===== src/rtl/fp_add_arbiter_if.sv =====
// Requester, shared-adder and response signals of fp_add_arbiter.
// master is the arbiter's view; slave is the surrounding logic's view.
interface fp_add_arbiter_if;
  logic       req0_valid;
  logic       req0_ready;
  logic [9:0] req0_a;
  logic [9:0] req0_b;
  logic       req1_valid;
  logic       req1_ready;
  logic [9:0] req1_a;
  logic [9:0] req1_b;
  logic [9:0] add_a;
  logic [9:0] add_b;
  logic [9:0] add_s;
  logic       rsp_valid;
  logic       rsp_ready;
  logic       rsp_id;
  logic [9:0] rsp_s;
  logic [7:0] sat_cnt;

  modport master (
    input  req0_valid, req0_a, req0_b,
    input  req1_valid, req1_a, req1_b,
    input  add_s, rsp_ready,
    output req0_ready, req1_ready,
    output add_a, add_b,
    output rsp_valid, rsp_id, rsp_s, sat_cnt
  );

  modport slave (
    output req0_valid, req0_a, req0_b,
    output req1_valid, req1_a, req1_b,
    output add_s, rsp_ready,
    input  req0_ready, req1_ready,
    input  add_a, add_b,
    input  rsp_valid, rsp_id, rsp_s, sat_cnt
  );
endinterface


===== src/rtl/fp_add_arbiter.sv =====
// Round-robin front end for one shared ADD_LAT-cycle FP adder; one operation in flight.
// Accept -> rsp_valid ADD_LAT+1 edges later; result held under rsp_ready backpressure.
module fp_add_arbiter #(
  parameter int ADD_LAT = 1  // legal 1..4
) (
  input logic              clk,
  input logic              rst_n,
  fp_add_arbiter_if.master bus
);
  typedef enum logic [1:0] {
    IDLE = 2'd0,
    BUSY = 2'd1,
    RESP = 2'd2
  } state_t;

  state_t     state;
  state_t     state_nxt;
  logic [2:0] lat_cnt;
  logic       last_grant;
  logic [9:0] add_a_q;
  logic [9:0] add_b_q;
  logic [9:0] rsp_s_q;
  logic       rsp_id_q;
  logic [7:0] sat_cnt_q;
  logic       gnt0;
  logic       gnt1;
  logic       accept;
  logic       capture;

  always_ff @(posedge clk or negedge rst_n) begin
    if (!rst_n) state <= IDLE;
    else        state <= state_nxt;
  end

  always_comb begin
    state_nxt = state;
    case (state)
      IDLE:    if (accept)        state_nxt = BUSY;
      BUSY:    if (capture)       state_nxt = RESP;
      RESP:    if (bus.rsp_ready) state_nxt = IDLE;
      default:                    state_nxt = IDLE;
    endcase
  end

  // Grants are only offered in IDLE; rst_n gating keeps ready low while reset is held.
  always_comb begin
    gnt0 = 1'b0;
    gnt1 = 1'b0;
    if (state == IDLE && rst_n) begin
      if (bus.req0_valid && bus.req1_valid) begin
        gnt0 = last_grant;
        gnt1 = ~last_grant;
      end else begin
        gnt0 = bus.req0_valid;
        gnt1 = bus.req1_valid;
      end
    end
  end

  assign accept  = gnt0 | gnt1;
  assign capture = (state == BUSY) && (lat_cnt == 3'd1);

  always_ff @(posedge clk or negedge rst_n) begin
    if (!rst_n) begin
      lat_cnt    <= '0;
      last_grant <= 1'b1;
      add_a_q    <= '0;
      add_b_q    <= '0;
      rsp_s_q    <= '0;
      rsp_id_q   <= 1'b0;
      sat_cnt_q  <= '0;
    end else begin
      if (accept) begin
        add_a_q    <= gnt1 ? bus.req1_a : bus.req0_a;
        add_b_q    <= gnt1 ? bus.req1_b : bus.req0_b;
        rsp_id_q   <= gnt1;
        last_grant <= gnt1;
        lat_cnt    <= 3'(ADD_LAT);
      end else if (state == BUSY) begin
        lat_cnt <= lat_cnt - 3'd1;
      end
      // The adder already saturates, so an all-ones sum marks an overflowed result.
      if (capture) begin
        rsp_s_q <= bus.add_s;
        if (bus.add_s == 10'h3FF && sat_cnt_q != 8'hFF) sat_cnt_q <= sat_cnt_q + 8'd1;
      end
    end
  end

  assign bus.req0_ready = gnt0;
  assign bus.req1_ready = gnt1;
  assign bus.add_a      = add_a_q;
  assign bus.add_b      = add_b_q;
  assign bus.rsp_valid  = (state == RESP);
  assign bus.rsp_id     = rsp_id_q;
  assign bus.rsp_s      = rsp_s_q;
  assign bus.sat_cnt    = sat_cnt_q;
endmodule


===== src/flat_wrapper.sv =====
// flat-port wrapper written by rule: the top's interface ports become plain ports
module fp_add_arbiter_flat 
#(
  parameter int ADD_LAT = 1               
)
  (clk, rst_n, bus_req0_valid, bus_req0_a, bus_req0_b, bus_req1_valid, bus_req1_a, bus_req1_b, bus_add_s, bus_rsp_ready, bus_req0_ready, bus_req1_ready, bus_add_a, bus_add_b, bus_rsp_valid, bus_rsp_id, bus_rsp_s, bus_sat_cnt);
  fp_add_arbiter_if bus_i ();
  input logic clk;
  input logic rst_n;
  input wire logic [$bits(bus_i.req0_valid)-1:0] bus_req0_valid;
  input wire logic [$bits(bus_i.req0_a)-1:0] bus_req0_a;
  input wire logic [$bits(bus_i.req0_b)-1:0] bus_req0_b;
  input wire logic [$bits(bus_i.req1_valid)-1:0] bus_req1_valid;
  input wire logic [$bits(bus_i.req1_a)-1:0] bus_req1_a;
  input wire logic [$bits(bus_i.req1_b)-1:0] bus_req1_b;
  input wire logic [$bits(bus_i.add_s)-1:0] bus_add_s;
  input wire logic [$bits(bus_i.rsp_ready)-1:0] bus_rsp_ready;
  output wire logic [$bits(bus_i.req0_ready)-1:0] bus_req0_ready;
  output wire logic [$bits(bus_i.req1_ready)-1:0] bus_req1_ready;
  output wire logic [$bits(bus_i.add_a)-1:0] bus_add_a;
  output wire logic [$bits(bus_i.add_b)-1:0] bus_add_b;
  output wire logic [$bits(bus_i.rsp_valid)-1:0] bus_rsp_valid;
  output wire logic [$bits(bus_i.rsp_id)-1:0] bus_rsp_id;
  output wire logic [$bits(bus_i.rsp_s)-1:0] bus_rsp_s;
  output wire logic [$bits(bus_i.sat_cnt)-1:0] bus_sat_cnt;
  assign bus_i.req0_valid = bus_req0_valid;
  assign bus_i.req0_a = bus_req0_a;
  assign bus_i.req0_b = bus_req0_b;
  assign bus_i.req1_valid = bus_req1_valid;
  assign bus_i.req1_a = bus_req1_a;
  assign bus_i.req1_b = bus_req1_b;
  assign bus_i.add_s = bus_add_s;
  assign bus_i.rsp_ready = bus_rsp_ready;
  assign bus_req0_ready = bus_i.req0_ready;
  assign bus_req1_ready = bus_i.req1_ready;
  assign bus_add_a = bus_i.add_a;
  assign bus_add_b = bus_i.add_b;
  assign bus_rsp_valid = bus_i.rsp_valid;
  assign bus_rsp_id = bus_i.rsp_id;
  assign bus_rsp_s = bus_i.rsp_s;
  assign bus_sat_cnt = bus_i.sat_cnt;
  fp_add_arbiter #(.ADD_LAT(ADD_LAT)) u_core (.clk(clk), .rst_n(rst_n), .bus(bus_i));
endmodule

===== config.mk =====
export PLATFORM = sky130hd
export DESIGN_NAME = fp_add_arbiter_flat
export DESIGN_NICKNAME = d
export VERILOG_FILES = /design/src/rtl/fp_add_arbiter_if.sv /design/src/rtl/fp_add_arbiter.sv /design/src/flat_wrapper.sv
export SDC_FILE = /design/constraint.sdc
export NUM_CORES = 1
export LEC_CHECK = 0
export ABC_AREA = 1
export CORE_AREA = 2 2 88 90
export DETAILED_ROUTE_END_ITERATION = 6
export DIE_AREA = 0 0 90 92
export GPL_ROUTABILITY_DRIVEN = 0
export RECOVER_POWER = 50
export SETUP_SLACK_MARGIN = 0.1
export SLEW_MARGIN = 20
export SYNTH_ARGS = -nofsm -noshare
export SYNTH_HDL_FRONTEND = slang
export SYNTH_SLANG_ARGS = --single-unit
export TNS_END_PERCENT = 50

===== constraint.sdc =====
create_clock -name clk -period 2.1 [get_ports clk]
set_input_delay 0.21 -clock clk [delete_from_list [all_inputs] [get_ports clk]]
set_output_delay 0.21 -clock clk [all_outputs]
set_load 0.005 [all_outputs]

==> reports/qor.json <==
{
  "final-instance-count-excl-fill": {"value": 517},
  "syn-cell-area": {"value": 0.00237, "unit": "mm2"},
  "grt_remaining_overflow": {"value": 0},
  "yosys-mux-area-fraction": {"value": 0, "unit": "%"},
  "global_route_wire_length_before_repair": {"value": 10800, "unit": "um"},
  "hold_path.class": {"value": "input pin to async pin"},
  "rsz0062_at_grt": {"value": "false"},
  "clock_power_share": {"value": 18.4, "unit": "%"},
  "route.vias.total": {"value": 2300},
  "insertion_delay": {"value": 0.30, "unit": "ns"},
  "coreArea": {"value": 0.00745, "unit": "mm2"},
  "initial_core_util": {"value": 31.8, "unit": "%"},
  "synth-xor-area-share": {"value": 1.48, "unit": "%"},
  "yosys-top-cells-area": {"value": "sky130_fd_sc_hd__dfrtp_1 47%, sky130_fd_sc_hd__nand2_1 22%, sky130_fd_sc_hd__nand3_1 7.4%"},
  "intPower": {"value": 2.39, "unit": "mW"},
  "portBuffers": {"value": 96},
  "die_x": {"value": 90, "unit": "um"},
  "slew_headroom": {"value": 23.2, "unit": "%"},
  "timing.critical_path.to_type": {"value": "output pin"},
  "area_delta_synth_final": {"value": 49.9, "unit": "%"},
  "finalWirelength": {"value": 6200, "unit": "um"},
  "r2r_slack": {"value": 0.36, "unit": "ns"},
  "die_h": {"value": 92, "unit": "um"},
  "syn_inst": {"value": 316},
  "design.die.area": {"value": 0.00828, "unit": "mm2"},
  "crit_path_start": {"value": "u_core.state[0]"},
  "antenna_violations_before_repair": {"value": 0},
  "cts-htree-levels": {"value": 2},
  "synth_cell_types": {"value": 21},
  "power_per_cell_area": {"value": 1030, "unit": "mW/mm2"},
  "ir_drop": {"value": 0.000553, "unit": "V"},
  "place.detailed.instances": {"value": 509},
  "synth_top_area_share": {"value": 46.5, "unit": "%"},
  "net_count_of_the_finished_layout": {"value": 472},
  "combPwrFrac": {"value": 42.9, "unit": "%"},
  "timing.critical_path.to": {"value": "bus_req1_ready"},
  "drt_first_pass_iters": {"value": 6},
  "ys_ff_latch": {"value": 45},
  "share_of_cells_above_drive_strength_1": {"value": 4.82, "unit": "%"},
  "max-clock-path-buffers": {"value": 2},
  "hpwl": {"value": 4420, "unit": "um"},
  "main_combinational_cell_family_by_area_after_synthesis": {"value": "simple AND/OR/NAND/NOR gates"},
  "synth.net_count": {"value": 374},
  "clock_tree_from_tritoncts": {"value": "yes"},
  "worst_setup_path_start_kind": {"value": "flop"},
  "clock_slew_at_the_register_clock_pins_of_the_worst_setup_and_hold_paths": {"value": 0.10, "unit": "ns"},
  "detail_route.vias_per_cell": {"value": 4.45},
  "p_sw": {"value": 1.25, "unit": "mW"},
  "critPathRequiredTime": {"value": 1.89, "unit": "ns"},
  "numCtsBuffers": {"value": 5},
  "cap_violations": {"value": 0},
  "yosysTopAreaCell": {"value": "sky130_fd_sc_hd__dfrtp_1"},
  "setup_total_negative_slack": {"value": 0, "unit": "ns"},
  "route.detailed.wl_per_inst": {"value": 12.0, "unit": "um"},
  "power_leakage": {"value": 1.80, "unit": "nW"},
  "synth_simple_gate_area_share": {"value": 38.4, "unit": "%"},
  "start_of_the_worst_register_to_register_path": {"value": "u_core.state[0]"},
  "crit_fanout": {"value": 4},
  "fraction_of_the_mapped_netlist_area_in_compound_gates": {"value": 2.27, "unit": "%"},
  "r2r-end": {"value": "u_core.bus.add_b[3]"},
  "fin_crit": {"value": 1.91, "unit": "ns"},
  "clock.fmax": {"value": 0.523, "unit": "GHz"},
  "grt_pass1_vias": {"value": 2330},
  "num-fill-cells": {"value": 749},
  "design.portCount": {"value": 97},
  "synth_fa_ha_area_share": {"value": 1.59, "unit": "%"},
  "syn-mean-instance-area": {"value": 7.49, "unit": "um2"},
  "final_antenna_net_count": {"value": 0},
  "maximum_number_of_pins_on_one_net_before_global_route_repair": {"value": 46},
  "post_route_fraction_of_the_period_consumed_by_the_critical_path": {"value": 91.0, "unit": "%"},
  "antenna-diode-count": {"value": 0},
  "worst-endpoint-arrival": {"value": 1.70, "unit": "ns"},
  "slew_viol_final": {"value": 0},
  "timing.final.hold_violations": {"value": 0},
  "power_switching_share": {"value": 34.4, "unit": "%"},
  "clockRootBuffer": {"value": "sky130_fd_sc_hd__clkbuf_8"},
  "rr_worst_depth": {"value": 6},
  "timing.final.setup_violations": {"value": 0},
  "clock-skew-final": {"value": 0.0120, "unit": "ns"},
  "drc_violations": {"value": 0},
  "cts.sinks": {"value": 45},
  "detail_route.iter0.violations": {"value": 66},
  "ys.warnings.count": {"value": 0},
  "seq_power_share": {"value": 38.7, "unit": "%"},
  "max_slew.worst_pin.slew": {"value": 1.15, "unit": "ns"},
  "holdBufCountCts": {"value": 0},
  "grt_use_total": {"value": 15.9, "unit": "%"},
  "setup_crit_path_kind": {"value": "flop to output pin"},
  "share_of_the_yosys_chip_area_belonging_to_registers": {"value": 47.6, "unit": "%"},
  "row_count": {"value": 32},
  "status": {"value": "completed"}
}
-- cell usage in the layout (no fill, tap or decap) --
cell                              Yosys  final
sky130_fd_sc_hd__nand2_1            137    137
sky130_fd_sc_hd__clkdlybuf4s50_1      0     74
sky130_fd_sc_hd__a21oi_1              1      1
sky130_fd_sc_hd__dfrtp_2              0      1
sky130_fd_sc_hd__a21boi_1             1      1
sky130_fd_sc_hd__clkbuf_8             0      5
sky130_fd_sc_hd__dfstp_2              1      1
sky130_fd_sc_hd__nor3b_4              1      1
sky130_fd_sc_hd__ha_1                 3      3
sky130_fd_sc_hd__inv_2                2      2
sky130_fd_sc_hd__buf_4                1      5
sky130_fd_sc_hd__o21ai_0              5      5
sky130_fd_sc_hd__o31ai_1              1      1
sky130_fd_sc_hd__nor2_1              11     11
sky130_fd_sc_hd__dlygate4sd3_1        0     20
sky130_fd_sc_hd__dfrtp_1             44     43
sky130_fd_sc_hd__inv_1               36     36
sky130_fd_sc_hd__o21ai_2              1      1
sky130_fd_sc_hd__xor2_1               2      2
sky130_fd_sc_hd__clkinv_4             0      1
sky130_fd_sc_hd__clkbuf_2             0      1
sky130_fd_sc_hd__nand3b_1            20     20
sky130_fd_sc_hd__xnor2_1              2      2
sky130_fd_sc_hd__clkbuf_1             1      3
sky130_fd_sc_hd__dlymetal6s2s_1       0      1
sky130_fd_sc_hd__nand3_2              1      1
sky130_fd_sc_hd__bufinv_16            0      1
sky130_fd_sc_hd__nand3_1             35     35
-- layout make-up --
| cell class | instances | area (um2) | share of cell area [%] |
|---|---|---|---|
| inverter | 38 | 143 | 4.02 |
| multi-input combinational | 221 | 1040 | 29.2 |
| sequential | 45 | 1130 | 31.8 |
| timing repair buffer | 103 | 1000 | 28.3 |
| clock buffer | 6 | 72.6 | 2.04 |
| tap | 102 | 128 | 3.60 |
| clock inverter | 2 | 38.8 | 1.09 |
-- kinds of logic after synthesis --
family,Yosys count
AO/OA/AOI/OAI,9
XOR/XNOR,4
adder cells (fa/ha/maj),3
buffers and inverters,50
flip-flops,45
AND/OR/NAND/NOR,205
-- Yosys cell counts --
| library cell | n |
|---|---|
| sky130_fd_sc_hd__nor2_1 | 11 |
| sky130_fd_sc_hd__nand3_2 | 1 |
| sky130_fd_sc_hd__dfrtp_1 | 44 |
| sky130_fd_sc_hd__buf_4 | 1 |
| sky130_fd_sc_hd__xnor2_1 | 2 |
| sky130_fd_sc_hd__nor3b_4 | 1 |
| sky130_fd_sc_hd__xor2_1 | 2 |
| sky130_fd_sc_hd__clkbuf_1 | 1 |
| sky130_fd_sc_hd__nand2_1 | 137 |
| sky130_fd_sc_hd__a21boi_1 | 1 |
| sky130_fd_sc_hd__nand3b_1 | 20 |
| sky130_fd_sc_hd__o21ai_2 | 1 |
| sky130_fd_sc_hd__dfstp_2 | 1 |
| sky130_fd_sc_hd__o21ai_0 | 5 |
| sky130_fd_sc_hd__inv_1 | 36 |
| sky130_fd_sc_hd__ha_1 | 3 |
| sky130_fd_sc_hd__o31ai_1 | 1 |
| sky130_fd_sc_hd__inv_2 | 2 |
| sky130_fd_sc_hd__nand3_1 | 35 |
| sky130_fd_sc_hd__buf_2 | 10 |
| sky130_fd_sc_hd__a21oi_1 | 1 |
-- what timing repair did --
action | CTS | global route
setup buffers | 0 | 0
gates resized for setup | 0 | 2
hold endpoints to repair | 0 | 0
setup endpoints to repair | 0 | 1
-- worst min path at each step --
stage                     depth (start not counted)             endpoint  slack [ns]
after floorplan                                   0  u_core.bus.add_a[0]       -0.09
after global placement                            2  u_core.bus.rsp_s[4]        0.38
after detailed placement                          2  u_core.bus.rsp_s[4]        0.39
after CTS                                         2  u_core.bus.rsp_s[4]        0.05
after global routing                              2      u_core.state[0]        0.39
final                                             2    u_core.lat_cnt[1]        0.27
-- metrics by stage --
stage                     area [um2]  hold WS (ns)  worst slack, ns  power, mW  util [%]
after floorplan                 2370       -0.0856            0.767       2.16         -
after global routing            3550         0.394            0.114       3.97      47.7
final                           3550         0.270            0.190       3.64      47.7
after detailed placement        3440         0.390            0.294       3.10      46.2
after CTS                       3550        0.0521            0.158       3.79      47.7
after global placement          3440         0.379            0.331       3.07      46.2
-- worst max-delay path: stages (launching register included) --
cell and delay, ns:
sky130_fd_sc_hd__dfrtp_2 0.45, sky130_fd_sc_hd__nor3b_4 0.28, sky130_fd_sc_hd__nand2_1 0.12, sky130_fd_sc_hd__inv_1 0.07
sky130_fd_sc_hd__clkdlybuf4s50_1 0.49
-- power by group through the flow --
stage	Sequential [mW]	Combinational [mW]	Clock [mW]
floorplan	1.44	0.720	0
global route	1.46	1.79	0.721
CTS	1.42	1.68	0.692
detailed placement	1.43	1.67	0
finish	1.41	1.56	0.671
global placement	1.42	1.65	0
-- state kept, by name, indices dropped and copies added, names as in the netlist --
signal,cells
u_core.lat_cnt,3
u_core.state,2
u_core.bus.add_b,10
u_core.bus.rsp_s,10
u_core.last_grant,1
u_core.bus.rsp_id,1
u_core.bus.add_a,10
u_core.bus.sat_cnt,8
-- metal layers --
layer / up-vias / part of all wire [%] / GRT usage [%]
met5: - / 0 / 0
met4: 0 / 1.0 / 4.23
met3: 5 / 11 / 6.41
met2: 95 / 43 / 25.4
met1: 1033 / 45 / 20.2
li1: 1167 / - / -
Note: power is estimated with default switching activity, not from simulation.
